--- src/rtl/instruction_ram_loader_if.sv ---
// Boot-load bus bundle: control from BIOS logic, HD read port, instruction-RAM write port.
// The loader is the master; the environment driving it (BIOS, memories) takes the slave side.
interface instruction_ram_loader_if #(
    parameter int ADDR_WIDTH = 10,
    parameter int DATA_WIDTH = 32
);
    logic                  start;
    logic [ADDR_WIDTH-1:0] hdBase;
    logic [ADDR_WIDTH-1:0] ramBase;
    logic [ADDR_WIDTH:0]   wordCount;
    logic [ADDR_WIDTH-1:0] hdAddress;
    logic                  hdRead;
    logic [DATA_WIDTH-1:0] hdData;
    logic [ADDR_WIDTH-1:0] iRAMAddress;
    logic [DATA_WIDTH-1:0] iRAMWriteData;
    logic                  iRAMWrite;
    logic                  busy;
    logic                  done;
    logic [DATA_WIDTH-1:0] checksum;

    modport master (
        input  start, hdBase, ramBase, wordCount, hdData,
        output hdAddress, hdRead, iRAMAddress, iRAMWriteData, iRAMWrite,
               busy, done, checksum
    );

    modport slave (
        output start, hdBase, ramBase, wordCount, hdData,
        input  hdAddress, hdRead, iRAMAddress, iRAMWriteData, iRAMWrite,
               busy, done, checksum
    );
endinterface

--- src/rtl/instruction_ram_loader.sv ---
// Copies a block of HD words into instruction RAM (read, wait, write per word) with an XOR checksum.
// Every output is a register loaded from the next-state logic, so strobes line up with the state they belong to.
module instruction_ram_loader #(
    parameter int ADDR_WIDTH = 10,
    parameter int DATA_WIDTH = 32
) (
    input logic                    clock,
    input logic                    reset,
    instruction_ram_loader_if.master bus
);
    typedef enum logic [2:0] {IDLE, READ, WAIT, WRITE, DONE} state_t;

    state_t                state, state_n;
    logic [ADDR_WIDTH-1:0] hd_base, hd_base_n;
    logic [ADDR_WIDTH-1:0] ram_base, ram_base_n;
    logic [ADDR_WIDTH:0]   count, count_n;
    logic [ADDR_WIDTH:0]   index, index_n;
    logic [ADDR_WIDTH-1:0] hd_addr, hd_addr_n;
    logic [ADDR_WIDTH-1:0] ram_addr, ram_addr_n;
    logic [DATA_WIDTH-1:0] wdata, wdata_n;
    logic [DATA_WIDTH-1:0] sum, sum_n;
    logic                  hd_read, hd_read_n;
    logic                  ram_write, ram_write_n;
    logic                  busy, busy_n;
    logic                  done, done_n;

    always_ff @(posedge clock or posedge reset) begin
        if (reset) begin
            state     <= IDLE;
            hd_base   <= '0;
            ram_base  <= '0;
            count     <= '0;
            index     <= '0;
            hd_addr   <= '0;
            ram_addr  <= '0;
            wdata     <= '0;
            sum       <= '0;
            hd_read   <= 1'b0;
            ram_write <= 1'b0;
            busy      <= 1'b0;
            done      <= 1'b0;
        end else begin
            state     <= state_n;
            hd_base   <= hd_base_n;
            ram_base  <= ram_base_n;
            count     <= count_n;
            index     <= index_n;
            hd_addr   <= hd_addr_n;
            ram_addr  <= ram_addr_n;
            wdata     <= wdata_n;
            sum       <= sum_n;
            hd_read   <= hd_read_n;
            ram_write <= ram_write_n;
            busy      <= busy_n;
            done      <= done_n;
        end
    end

    always_comb begin
        state_n     = state;
        hd_base_n   = hd_base;
        ram_base_n  = ram_base;
        count_n     = count;
        index_n     = index;
        hd_addr_n   = hd_addr;
        ram_addr_n  = ram_addr;
        wdata_n     = wdata;
        sum_n       = sum;
        hd_read_n   = 1'b0;
        ram_write_n = 1'b0;
        busy_n      = busy;
        done_n      = 1'b0;
        case (state)
            IDLE: begin
                if (bus.start) begin
                    hd_base_n  = bus.hdBase;
                    ram_base_n = bus.ramBase;
                    count_n    = bus.wordCount;
                    index_n    = '0;
                    sum_n      = '0;
                    busy_n     = 1'b1;
                    if (bus.wordCount == '0) begin
                        state_n = DONE;
                    end else begin
                        state_n   = READ;
                        hd_read_n = 1'b1;
                        hd_addr_n = bus.hdBase;
                    end
                end
            end
            READ: state_n = WAIT;
            WAIT: begin
                // hdData is valid now, one cycle after the read strobe
                state_n     = WRITE;
                ram_write_n = 1'b1;
                ram_addr_n  = ram_base + index[ADDR_WIDTH-1:0];
                wdata_n     = bus.hdData;
            end
            WRITE: begin
                sum_n   = sum ^ wdata;
                index_n = index + (ADDR_WIDTH+1)'(1);
                if (index_n == count) begin
                    state_n = DONE;
                end else begin
                    state_n   = READ;
                    hd_read_n = 1'b1;
                    hd_addr_n = hd_base + index_n[ADDR_WIDTH-1:0];
                end
            end
            DONE: begin
                // done is registered, so it shows in the first IDLE cycle
                state_n = IDLE;
                done_n  = 1'b1;
                busy_n  = 1'b0;
            end
            default: state_n = IDLE;
        endcase
    end

    assign bus.hdAddress     = hd_addr;
    assign bus.hdRead        = hd_read;
    assign bus.iRAMAddress   = ram_addr;
    assign bus.iRAMWriteData = wdata;
    assign bus.iRAMWrite     = ram_write;
    assign bus.busy          = busy;
    assign bus.done          = done;
    assign bus.checksum      = sum;
endmodule
--- src/flat_wrapper.sv ---
// flat-port wrapper written by rule: the top's interface ports become plain ports
module instruction_ram_loader_flat 
#(
    parameter int ADDR_WIDTH = 10,
    parameter int DATA_WIDTH = 32
)
  (clock, reset, bus_start, bus_hdBase, bus_ramBase, bus_wordCount, bus_hdData, bus_hdAddress, bus_hdRead, bus_iRAMAddress, bus_iRAMWriteData, bus_iRAMWrite, bus_busy, bus_done, bus_checksum);
  instruction_ram_loader_if #(.ADDR_WIDTH(ADDR_WIDTH), .DATA_WIDTH(DATA_WIDTH)) bus_i ();
  input logic clock;
  input logic reset;
  input wire logic [$bits(bus_i.start)-1:0] bus_start;
  input wire logic [$bits(bus_i.hdBase)-1:0] bus_hdBase;
  input wire logic [$bits(bus_i.ramBase)-1:0] bus_ramBase;
  input wire logic [$bits(bus_i.wordCount)-1:0] bus_wordCount;
  input wire logic [$bits(bus_i.hdData)-1:0] bus_hdData;
  output wire logic [$bits(bus_i.hdAddress)-1:0] bus_hdAddress;
  output wire logic [$bits(bus_i.hdRead)-1:0] bus_hdRead;
  output wire logic [$bits(bus_i.iRAMAddress)-1:0] bus_iRAMAddress;
  output wire logic [$bits(bus_i.iRAMWriteData)-1:0] bus_iRAMWriteData;
  output wire logic [$bits(bus_i.iRAMWrite)-1:0] bus_iRAMWrite;
  output wire logic [$bits(bus_i.busy)-1:0] bus_busy;
  output wire logic [$bits(bus_i.done)-1:0] bus_done;
  output wire logic [$bits(bus_i.checksum)-1:0] bus_checksum;
  assign bus_i.start = bus_start;
  assign bus_i.hdBase = bus_hdBase;
  assign bus_i.ramBase = bus_ramBase;
  assign bus_i.wordCount = bus_wordCount;
  assign bus_i.hdData = bus_hdData;
  assign bus_hdAddress = bus_i.hdAddress;
  assign bus_hdRead = bus_i.hdRead;
  assign bus_iRAMAddress = bus_i.iRAMAddress;
  assign bus_iRAMWriteData = bus_i.iRAMWriteData;
  assign bus_iRAMWrite = bus_i.iRAMWrite;
  assign bus_busy = bus_i.busy;
  assign bus_done = bus_i.done;
  assign bus_checksum = bus_i.checksum;
  instruction_ram_loader #(.ADDR_WIDTH(ADDR_WIDTH), .DATA_WIDTH(DATA_WIDTH)) u_core (.clock(clock), .reset(reset), .bus(bus_i));
endmodule
--- config.mk ---
export PLATFORM = sky130hd
export DESIGN_NAME = instruction_ram_loader_flat
export DESIGN_NICKNAME = d
export VERILOG_FILES = /design/src/rtl/instruction_ram_loader_if.sv /design/src/rtl/instruction_ram_loader.sv /design/src/flat_wrapper.sv
export SDC_FILE = /design/constraint.sdc
export NUM_CORES = 1
export LEC_CHECK = 0
export BUFFER_PORTS_ARGS = -buffer_cell sky130_fd_sc_hd__buf_2
export CAP_MARGIN = 15
export CELL_PAD_IN_SITES_DETAIL_PLACEMENT = 0
export CELL_PAD_IN_SITES_GLOBAL_PLACEMENT = 1
export CORE_MARGIN = 5
export CORE_UTILIZATION = 30
export DETAILED_ROUTE_END_ITERATION = 6
export MAX_ROUTING_LAYER = met4
export PLACE_DENSITY_LB_ADDON = 0.05
export SYNTH_ARGS = -nofsm -noshare
export SYNTH_HDL_FRONTEND = slang
export SYNTH_SLANG_ARGS = --single-unit
export TNS_END_PERCENT = 20
--- constraint.sdc ---
create_clock -name clock -period 3.9 [get_ports clock]
set_input_delay 0.39 -clock clock [delete_from_list [all_inputs] [get_ports clock]]
set_output_delay 0.39 -clock clock [all_outputs]
set_load 0.05 [all_outputs]
==> impl_results.md <==
* ANT nets after route at 0
* Ys Warns at 0
* Post-CTS setup buffers at 0
* Num CTS Buffers at 17
* Routability Congestion at 0.829
* Critical Path Source Type: flip-flop
* Hold Fails Final Rpt at 0
* Worst vdd rail ir drop at 0.000385 V
* Post-DP HPWL at 13,300 microns
* Synthesized area at 0.00648 sq mm
* Latest clock arrival within the worst-skew pair at 0.42 ns
* Fin nets at 923
* Required time of the critical path at 4.22 ns
* Drt wl/cell at 16.8 microns
* Initial antenna violation count at 1
* RSZ-0062 raised after global routing: no
* Routed vias/inst at 4.78
* Syn nets at 776
* Max FO, Critical Path at 10
* Total grt overflow at 0
* Top cell type's share of synthesized area at 51.3%
* First-pass GRT wire length at 29,900 microns
* Syn Inst Count at 689
* Clock H-tree levels at 4
* R2R Setup Slk at 0.82 ns
* Worst-Margin Slew at 0.999 ns
* Area Growth Syn to Fin at 26.1%
* Crit end category: flip-flop
* Final setup vio count at 0
* CP Class: flip-flop to flip-flop
* Finished Core Util at 38.7%
* Clk_skew at 0.00853 ns
* Die Wd at 157 microns
* Largest net degree at the start of global routing at 65
* HP Class: input port to flip-flop
* PortBufs at 153
* Core area at 0.0212 sq mm
* Drt pass-1 iters at 4
* DRT Wirelength at 18,900 microns
* Ys flop type: dfrtp_1
* Most frequent cells after synthesis: nand2_1, dfrtp_1, o21ai_0
* Clock Path Buffers at 2
* Pwr Density at 1020 mW/mm^2
* Post-synth ARST share at 100%
* Minimum clock period at 3.08 ns
* Period utilization at 78.9%
* Total Routing Usage GR at 16.0%
* Reg clk slew, reported paths at 0.06 ns
* # IOs at 154
* Post-cts resize count at 0
* Largest area contributor in the netlist: dfrtp_1
* Mean area per synthesized cell at 9.41 sq um
* Vias in the first global route at 5,542
* Final hold slack at 0.150 ns
* Worst reg2reg path depth at 12
* Detailed Route Iter0 Violations at 223
* FF+latch count, synth at 133
* Hold path cells at 3
* Row cnt at 53
* Worst EP arrival at 3.40 ns
* Leak pwr at 3.95 nW
* Clock sink count at 133
* Post-synth EDFFs at 0
* Final WS setup at 0.824 ns
* Vias post-DR at 5,378
* Slew Limit Fails at 0
* Post-synth cell types at 55
* Rel. slew slack at 33.3%
* Chip height at 157 microns
* Pwr Total at 0.00833 W
* Synth area leaders: dfrtp_1, nand2_1, o21ai_0
* Post-route DRC at 0
* F_max at 0.325 GHz
* Hold_buf cts at 0
* Fin Setup TNS at 0 ns
* Die area at 0.0247 sq mm
* CTS tree: built
* Status: completed
* MaxCap Viol Count at 0
* Post-Place Worst Slack at 0.852 ns
* CTS root buf: clkbuf_16
* Most common cell in the netlist: nand2_1
* Sequential area share after synthesis at 51.3%
* Share of cells above drive strength 1 at 27.6%
* Starting Density at 30.7%
## routing by layer
| metal | track usage [%] | wire length, microns | vias to the layer above | share of wire [%] |
|---|---|---|---|---|
| met5 | - | 0 | - | 0 |
| met4 | 3.77 | 165 | 0 | 0.87 |
| met3 | 4.54 | 1020 | 12 | 5.4 |
| met2 | 25.3 | 9150 | 135 | 48 |
| met1 | 20.6 | 8550 | 2575 | 45 |
| li1 | - | - | 2656 | - |
## metrics by stage
stage	cell area (sq um)	std cells
5_1_grt	8180	1125
3_5_place_dp	7540	1092
6_report	8180	1125
2_1_floorplan	6490	689
4_1_cts	8180	1124
3_3_place_gp	7540	1092
## power by group
group | internal (W) | switching [W] | total [W]
Clock | 0.00110 | 0.000633 | 0.00174
Sequential | 0.00199 | 0.000494 | 0.00249
Combinational | 0.00118 | 0.00292 | 0.00410
Total | 0.00428 | 0.00405 | 0.00833
## state kept, by name (all words and copies together), names as in the netlist, 3 cells and up
| signal | count |
|---|---|
| u_core.bus.hdAddress | 10 |
| u_core.index | 11 |
| u_core.ram_base | 10 |
| u_core.bus.checksum | 32 |
| u_core.count | 11 |
| u_core.state | 3 |
| u_core.hd_base | 10 |
| u_core.bus.iRAMWriteData | 32 |
| u_core.bus.iRAMAddress | 10 |
## path summary, 6_finish.rpt
path / from / end
worst max-delay path: u_core.index[0] / u_core.bus.hdAddress[9]
worst min-delay path: bus_hdData[22] / u_core.bus.iRAMWriteData[22]
worst max register to register: u_core.index[0] / u_core.bus.hdAddress[9]
worst min register to register: u_core.bus.iRAMAddress[3] / u_core.bus.iRAMAddress[3]
max in group asynchronous: reset / u_core.bus.checksum[14]
min in group asynchronous: reset / u_core.bus.done
## critical path, cell delays in order (launching register included)
cell,delay [ns]
dfrtp_1,0.52
ha_1,0.32
nand2_1,0.20
nor2_1,0.16
xor2_1,0.21
ha_1,0.32
nand3_1,0.11
o211ai_1,0.09
o21ai_0,0.27
o2bb2ai_1,0.22
o21ai_0,0.16
xnor2_1,0.14
a211oi_1,0.25
## logic make-up after synthesis
| group | after synthesis | share of synthesized area, % |
|---|---|---|
| simple gates | 264 | 17.1 |
| compound gates | 156 | 14.3 |
| flops | 133 | 51.3 |
| buf+inv | 54 | 3.49 |
| xor+xnor | 32 | 4.44 |
| mux | 29 | 5.04 |
| fa+ha+maj | 21 | 4.28 |
## cell usage in the layout, fill, tap and decap left out, types with 3 or more instances in the layout
| cell type | synthesis | routed |
|---|---|---|
| a211oi_1 | 4 | 4 |
| a21oi_1 | 12 | 12 |
| buf_2 | 4 | 153 |
| buf_4 | 1 | 8 |
| bufinv_16 | 0 | 4 |
| clkbuf_16 | 0 | 17 |
| clkinv_2 | 0 | 3 |
| clkinvlp_4 | 0 | 3 |
| dfrtp_1 | 133 | 133 |
| ha_1 | 19 | 19 |
| inv_1 | 19 | 18 |
| mux2_2 | 29 | 29 |
| nand2_1 | 168 | 168 |
| nand2b_1 | 3 | 3 |
| nand3_1 | 8 | 8 |
| nand3b_1 | 3 | 3 |
| nor2_1 | 51 | 50 |
| nor3_1 | 9 | 8 |
| nor4_1 | 3 | 3 |
| o211ai_1 | 4 | 4 |
| o21ai_0 | 100 | 100 |
| o21bai_1 | 3 | 3 |
| o221a_1 | 6 | 6 |
| o31ai_1 | 3 | 3 |
| or3_1 | 6 | 6 |
| xnor2_1 | 16 | 16 |
| xor2_1 | 15 | 15 |
## layout make-up
class | instances | area, sq um
diodes | 1 | 2.50
clock buffers | 20 | 457
clock inverters | 12 | 176
fillers | 2154 | 13000
inverters | 20 | 78.8
multi-input cells | 502 | 2950
flip-flops and latches | 133 | 3330
well taps | 275 | 344
repair buffers | 162 | 846
Note: power is estimated with default switching activity, not from simulation.
